## src/rtl/mem_arbiter.sv

```systemverilog
// Round-robin arbiter that serialises per-core read/write requests onto a
// single memory port. One transaction is in flight at a time:
//   IDLE -> ISSUE -> WAIT (reads only, READ_LATENCY cycles) -> RESPOND -> IDLE
// The memory-side strobes, address and write data are registered, so they
// appear in the ISSUE cycle that follows the grant edge.
module mem_arbiter #(
    parameter int WIDTH        = 32,
    parameter int CORE_NUM     = 4,
    parameter int READ_LATENCY = 2
) (
    input  logic                      clk,
    input  logic                      rst_n,
    input  logic [CORE_NUM-1:0]       req_bus,
    input  logic [CORE_NUM-1:0]       wren_bus,
    input  logic [CORE_NUM*WIDTH-1:0] addr_bus,
    input  logic [CORE_NUM*WIDTH-1:0] wdata_bus,
    output logic [CORE_NUM-1:0]       response_bus,
    output logic [WIDTH-1:0]          readdata,
    output logic [WIDTH-1:0]          mem_addr,
    output logic [WIDTH-1:0]          mem_wdata,
    output logic                      mem_wren,
    output logic                      mem_rden,
    input  logic [WIDTH-1:0]          mem_rdata
);

    localparam int ID_W = $clog2(CORE_NUM);

    typedef enum logic [1:0] {
        S_IDLE,
        S_ISSUE,
        S_WAIT,
        S_RESPOND
    } state_t;

    state_t              state;
    state_t              state_d;
    logic [ID_W-1:0]     rr_ptr;
    logic [ID_W-1:0]     cur_id;
    logic [ID_W-1:0]     next_ptr;
    logic [ID_W-1:0]     grant_id;
    logic [ID_W-1:0]     scan_idx;
    logic                grant_valid;
    logic                cur_wr;
    logic                wait_last;
    logic [2:0]          wait_cnt;
    logic [CORE_NUM-1:0] cool_mask;
    logic [CORE_NUM-1:0] eligible;
    logic [CORE_NUM-1:0] cur_onehot;

    // A core that just got its response sits out exactly one IDLE cycle, which
    // covers the cycle in which it is still dropping its old request.
    assign eligible   = (req_bus | wren_bus) & ~cool_mask;
    assign cur_onehot = CORE_NUM'(1) << cur_id;
    assign next_ptr   = (cur_id == ID_W'(CORE_NUM - 1)) ? '0 : cur_id + 1'b1;
    assign wait_last  = (wait_cnt == 3'(READ_LATENCY - 1));

    // Round-robin scan: first eligible core at or after rr_ptr, wrapping.
    always_comb begin
        // NOTE: every variable driven here gets a default first, so no path
        // through the block leaves it unassigned and no latch is inferred.
        grant_valid = 1'b0;
        grant_id    = '0;
        scan_idx    = '0;
        for (int k = 0; k < CORE_NUM; k++) begin
            scan_idx = ID_W'((int'(rr_ptr) + k) % CORE_NUM);
            if (!grant_valid && eligible[scan_idx]) begin
                grant_valid = 1'b1;
                grant_id    = scan_idx;
            end
        end
    end

    // State register.
    always_ff @(posedge clk) begin
        // NOTE: clocked state uses non-blocking assignments so every register
        // samples the pre-edge values, independent of statement order.
        if (!rst_n) state <= S_IDLE;
        else        state <= state_d;
    end

    // Next-state logic; writes skip WAIT.
    always_comb begin
        state_d = state;
        case (state)
            S_IDLE:    if (grant_valid) state_d = S_ISSUE;
            S_ISSUE:   state_d = cur_wr ? S_RESPOND : S_WAIT;
            S_WAIT:    if (wait_last) state_d = S_RESPOND;
            S_RESPOND: state_d = S_IDLE;
            default:   state_d = S_IDLE;
        endcase
    end

    // Datapath: latch the granted request, drive the memory port, capture read
    // data, pulse the response and advance the round-robin pointer.
    always_ff @(posedge clk) begin
        if (!rst_n) begin
            rr_ptr       <= '0;
            cur_id       <= '0;
            cur_wr       <= 1'b0;
            wait_cnt     <= '0;
            cool_mask    <= '0;
            response_bus <= '0;
            readdata     <= '0;
            mem_addr     <= '0;
            mem_wdata    <= '0;
            mem_wren     <= 1'b0;
            mem_rden     <= 1'b0;
        end else begin
            // Strobes, response pulse and cooldown are single-cycle by default.
            mem_wren     <= 1'b0;
            mem_rden     <= 1'b0;
            response_bus <= '0;
            cool_mask    <= '0;
            case (state)
                S_IDLE: begin
                    if (grant_valid) begin
                        cur_id    <= grant_id;
                        cur_wr    <= wren_bus[grant_id];
                        mem_addr  <= addr_bus[int'(grant_id)*WIDTH +: WIDTH];
                        mem_wdata <= wdata_bus[int'(grant_id)*WIDTH +: WIDTH];
                        // A core raising both req and wren is served as a write.
                        mem_wren  <= wren_bus[grant_id];
                        mem_rden  <= ~wren_bus[grant_id];
                    end
                end
                S_ISSUE: begin
                    wait_cnt <= '0;
                    if (cur_wr) response_bus <= cur_onehot;
                end
                S_WAIT: begin
                    wait_cnt <= wait_cnt + 3'd1;
                    if (wait_last) begin
                        readdata     <= mem_rdata;
                        response_bus <= cur_onehot;
                    end
                end
                S_RESPOND: begin
                    cool_mask <= cur_onehot;
                    rr_ptr    <= next_ptr;
                end
                default: ;
            endcase
        end
    end

endmodule

```

## config.mk

```make
export PLATFORM = sky130hd
export DESIGN_NAME = mem_arbiter
export DESIGN_NICKNAME = d
export VERILOG_FILES = /design/src/rtl/mem_arbiter.sv
export SDC_FILE = /design/constraint.sdc
export NUM_CORES = 1
export LEC_CHECK = 0
export CORE_AREA = 2 2 154 156
export DETAILED_ROUTE_END_ITERATION = 10
export DIE_AREA = 0 0 156 158
export DONT_BUFFER_PORTS = 1
export GPL_ROUTABILITY_DRIVEN = 0
export HOLD_SLACK_MARGIN = 0.02
export PLACE_DENSITY = 0.52
export REMOVE_ABC_BUFFERS = 1
export SYNTH_ARGS = -nofsm -noshare
export SYNTH_HDL_FRONTEND = slang
export SYNTH_SLANG_ARGS = --single-unit
```

## constraint.sdc

```tcl
create_clock -name clk -period 6.1 [get_ports clk]
set_input_delay 1.22 -clock clk [delete_from_list [all_inputs] [get_ports clk]]
set_output_delay 1.22 -clock clk [all_outputs]
set_load 0.02 [all_outputs]
```

Yosys cells after proc, flatten, opt, wreduce, memory -nomap -nowiden
Index checks and enable logic that the tools add are counted.

$add $sub $neg: 5. $mul: 0. Divide/modulo/power cells: 0. Magnitude comparators: 5. Eq/ne operators: 7. Shifts and indexed selects: 3. Muxes and demuxes: 27. Bitwise gates (word level): 4. Reduce and logical (&&, ||, !) cells: 13.

Operator list (number): indexed part select 128 x 8 -> 32 bit (2); less-than comparator 2 x 3 -> 1 bit, second input constant (5); 2-to-1 mux 2 bit (7); binary-select mux 1 bit (select 2 bit) (5); 2-to-1 mux 1 bit (10); 2-to-1 mux 4 bit (2); case mux 2 bit (4 select lines) (1); case mux 4 bit (2 select lines) (1); AND reduction 2 bit (4); == test 2 bit, second input constant (3); case mux 3 bit (2 select lines) (1); adder 2 x 1 -> 2 bit, second input constant (2); adder 2 bit, second input constant (2); bitwise AND 4 bit (1); inequality test 2 bit, second input constant (2); inverter 4 bit (1); bitwise OR 4 bit (1); left shift 1 x 2 -> 4 bit, first input constant (1); adder 3 x 1 -> 3 bit, second input constant (1); == test 3 x 1 -> 1 bit, second input constant (1); logical AND 1 bit (3); logical NOT 1 bit (3); AND reduction 3 bit (1); == test 2 x 1 -> 1 bit, second input constant (1); 3 further kinds (3).

Register bits after elaboration: 116. Bits in latches: 0. RAM bits: 0. ROM bits: 0. Output and inout bits: 102. Memories kept: 0.

Longest topological paths before layout
Word-level depth: 17. Gate-level depth with buffers: 9. Gate-level depth less buffers: 7.

Worst setup path before layout
OpenSTA, ideal clock, no wires.

Path kind: input to register. From: in req_bus[0]. To: reg mem_addr[0]. Library setup time: 0.122 ns. Arrival: 2.829 ns. Data required time: 5.978 ns. Slack: 3.149 ns. Cell stages on the path: 9. Path through: o21bai_1 or2_1 a21oi_4 buf_6 nor2_2 buf_6 buf_6 mux2_4 a221o_1.

Word-level cells in the longest chain between the ends: 15. Elaborated cells between the ends (all ways): 26.

Ends and longest elaborated chain: start, declared (line 13) `input logic [CORE_NUM-1:0] req_bus,`; bitwise OR 4 bit * (line 52) `assign eligible = (req_bus | wren_bus) & ~cool_mask;`; bitwise AND 4 bit * (line 52); binary-select mux 1 bit (select 2 bit) (line 66) `if (!grant_valid && eligible[scan_idx]) begin`; 2-to-1 mux 1 bit (implied by the code) (line 66); 2-to-1 mux 1 bit (line 66); logical NOT 1 bit (line 66); logical AND 1 bit (line 66); 2-to-1 mux 1 bit (line 66); logical NOT 1 bit (line 66); logical AND 1 bit (line 66); 2-to-1 mux 1 bit (line 66); logical NOT 1 bit (line 66); logical AND 1 bit (line 66); 2-to-1 mux 2 bit or 2-to-1 mux 1 bit (tied branches) (line 66); indexed part select 128 x 8 -> 32 bit or AND reduction 2 bit (tied branches); end signal, assigned (line 119) `mem_addr <= addr_bus[int'(grant_id)*WIDTH +: WIDTH];`; end, declared (line 19) `output logic [WIDTH-1:0] mem_addr,`.

Every way passes the cells marked *; elsewhere a longest branch is shown, timed or not. The select of a mux whose other input is x is not followed. A chain may end at the register's enable or synchronous reset.

Worst setup path after layout
From: in req_bus[0]. To: reg mem_addr[3].

The elaborated chain is that of the path after synthesis.

==> flow_metrics.env <==
export IMPL_clock_path_buffers=2
export IMPL_timing_max_slew_rel_slack_pct=23.18
export IMPL_status="complete, no violations"
export IMPL_syn_area_per_cell_um2=9.112
export IMPL_synth_cell_area_um2=6287
export IMPL_regToRegSetupSlack_ns=3.32
export IMPL_cts_repair_timing_setup_buffer_count=0
export IMPL_yosys_most_used_dff="sky130_fd_sc_hd__dfxtp_1"
export IMPL_fp_dieH_um=158
export IMPL_synth_area_leaders="sky130_fd_sc_hd__dfxtp_1 37%, sky130_fd_sc_hd__mux2_4 12%, sky130_fd_sc_hd__a221o_1 10%"
export IMPL_layout_nets=963
export IMPL_clkSinkCount=116
export IMPL_overflow=0
export IMPL_worst_endpoint_required_ns=6.44
export IMPL_timing_worst_slew_pin_value_ns=1.150
export IMPL_layout_cells_non_filler=957
export IMPL_worst_ir_drop_vdd_v=0.0001751
export IMPL_finClkSkew_ns=0.01294
export IMPL_synthDominantCellAreaShare_pct=36.94
export IMPL_worst_r2r_endpoint="mem_addr[3]"
export IMPL_hold_viol=0
export IMPL_placed_cells_incl_taps=925
export IMPL_synth_seq_cells=116
export IMPL_min_period_over_period_pct=54.79
export IMPL_logic_depth_of_the_worst_register_to_register_path=7
export IMPL_cts_buffers_inserted=17
export IMPL_fmax_ghz=0.2992
export IMPL_complex_gate_fraction_of_the_synthesized_area_pct=27.38
export IMPL_instance_count_of_the_mapped_netlist=690
export IMPL_ios=400
export IMPL_hold_start="cur_wr"
export IMPL_post_synth_num_cell_types=42
export IMPL_synth_enable_flop_cells=0
export IMPL_critical_path_launch_point_type="input port"
export IMPL_die_width_um=156
export IMPL_postCtsResizedCells=0
export IMPL_synth_simple_gate_area_share_pct=12.88
export IMPL_finalSetupViolations=0
export IMPL_post_drt_wl_per_cell_um=23.16
export IMPL_timing_max_cap_violations=0
export IMPL_final_min_clock_period_ns=3.342
export IMPL_clkSlewWorstSetupHoldPaths_ns=0.05
export IMPL_pre_cts_ws_ns=2.319
export IMPL_synth_xor_area_share_pct=0
export IMPL_synthMuxAreaShare_pct=15.28
export IMPL_yosys_area_share_adder_pct=2.189
export IMPL_design_core_area_um2=23050
export IMPL_floorplan_die_area_um2=24650
export IMPL_synthArstFlopShare_pct=0
export IMPL_dr_pass1_iters=5
export IMPL_io_buffer_count=0
export IMPL_area_growth_pct=12.78
export IMPL_detailroute_via_count=5280
export IMPL_antenna_violations_before_repair=1
export IMPL_largest_net_degree_at_the_start_of_global_routing=66
export IMPL_setup_ws_ns=2.758
export IMPL_grt_first_pass_wirelength_um=31190
export IMPL_cts_root_buf="sky130_fd_sc_hd__clkbuf_16"
export IMPL_final_antenna_net_count=0
export IMPL_timing_critical_path_to_type="flop"
export IMPL_worst_hold_path_endpoint="cur_wr"
export IMPL_synth_sequential_area_ratio_pct=36.94
export IMPL_number_of_drc_violations_after_detailed_routing=0
export IMPL_initial_utilization_pct=27.27
export IMPL_reg2reg_from="cool_mask[0]"
export IMPL_worstHoldPathType="reg -> reg"
export IMPL_setup_tns_final_ns=0
export IMPL_crit_arrival_ns=3.68
export IMPL_synth_most_common_cell="sky130_fd_sc_hd__dfxtp_1"
export IMPL_yosysWarnings=0
export IMPL_critical_path_max_fanout=34
export IMPL_global_route_usage_total_pct=16.70
export IMPL_cts_hold_buffers_added=0
export IMPL_total_half_perimeter_wirelength_after_legalization_and_detailed_placement_um=15630
export IMPL_via_per_inst=5.517
export IMPL_finalMaxSlewViolations=0
export IMPL_worst_skew_pair_late_latency_ns=0.41
export IMPL_ctsHtreeMaxLevel=4
export IMPL_path_class="in -> reg"
export IMPL_hold_depth=1
export IMPL_synth_largest_area_cell="sky130_fd_sc_hd__dfxtp_1"
export IMPL_main_combinational_cell_family_by_area_after_synthesis="compound AO/OA/AOI/OAI gates"
export IMPL_wirelength_um=22170
export IMPL_rsz_0062_raised_after_global_routing="no"
export IMPL_drive_gt1_share_pct=16.07
export IMPL_leakage_nw=2.479
export IMPL_via_count_of_the_first_global_routing_pass=5069
export IMPL_utilization_pct=30.76
export IMPL_synth_commonest_cells="116 x sky130_fd_sc_hd__dfxtp_1, 72 x sky130_fd_sc_hd__nand2_1, 67 x sky130_fd_sc_hd__a21oi_1, 67 x sky130_fd_sc_hd__o21ai_0"
export IMPL_detailedRoute_firstIterationViolations=423
export IMPL_std_cell_rows=56
export IMPL_powerDensity_nw_per_um2=424.9
export IMPL_tritoncts_clock_tree="done"
## state kept, by name (all words and copies together) (netlist names)
signal and count:
rr_ptr 2, mem_addr 32, cur_wr 1, readdata 32, cur_id 2, mem_rden 1, cool_mask 4, state 2
wait_cnt 3, mem_wren 1, mem_wdata 32, response_bus 4
## routing by layer
layer	vias up	GRT usage, %	routed length [um]
met2	261	26.55	10680
met1	2519	21.69	9533
met3	18	5.092	1648
li1	2482	-	-
met4	0	5.242	306
met5	-	0	0
## layout by cell type (no fill, tap or decap), types with 11 or more instances in the layout
cell type	count
sky130_fd_sc_hd__dfxtp_1	116
sky130_fd_sc_hd__a221o_1	64
sky130_fd_sc_hd__ha_1	11
sky130_fd_sc_hd__a21boi_0	33
sky130_fd_sc_hd__a21oi_1	67
sky130_fd_sc_hd__o21ai_0	67
sky130_fd_sc_hd__mux2_4	50
sky130_fd_sc_hd__nand2_1	72
sky130_fd_sc_hd__nand3_1	64
sky130_fd_sc_hd__clkbuf_16	17
## worst max path at each step
stage / start / end / slack [ns]
2_1_floorplan: req_bus[0] / cur_wr / 0.61
3_3_place_gp: req_bus[0] / mem_wdata[15] / 2.35
3_5_place_dp: req_bus[0] / mem_addr[3] / 2.32
4_1_cts: req_bus[0] / mem_addr[3] / 2.76
5_1_grt: req_bus[0] / mem_addr[3] / 2.58
6_report: req_bus[0] / mem_addr[3] / 2.76
## metrics by stage
step | hold WS (ns) | instance area (um2) | total power, mW
2_1_floorplan | 0.4492 | 5982 | 1.752
3_3_place_gp | 0.4831 | 6481 | 1.981
3_5_place_dp | 0.4708 | 6481 | 1.980
4_1_cts | 0.4957 | 7088 | 3.040
5_1_grt | 0.5406 | 7091 | 3.174
6_report | 0.5001 | 7091 | 3.013
## cell type report
class                      count  area [um2]
tap                          290       362.8
clock buffer                  21       450.4
multi-input combinational    501        3666
timing repair buffer          10       100.1
antenna                        1       2.502
clock inverter                10       156.4
sequential                   116        2322
inverter                       8       30.03
fill                        2390       15960
## power breakdown
part / switching (mW) / leakage, nW / internal (mW)
Sequential: 0.352 / 0.949 / 0.936
Clock: 0.357 / 0.297 / 0.690
Combinational: 0.380 / 1.23 / 0.299
## worst max-delay path: stages
cell,delay [ns]
sky130_fd_sc_hd__o21bai_1,0.24
sky130_fd_sc_hd__nor2_1,0.14
sky130_fd_sc_hd__o31a_1,0.35
sky130_fd_sc_hd__or2_1,0.29
sky130_fd_sc_hd__nor2_4,0.70
sky130_fd_sc_hd__buf_4,0.50
sky130_fd_sc_hd__a221o_1,0.22
## logic make-up after synthesis
family	Yosys count
and+or+nand+nor	172
muxes	68
AOI/OAI and AO/OA	250
buffers and inverters	73
DFF	116
adders and majority gates	11
(Power assumes the default switching activity.)
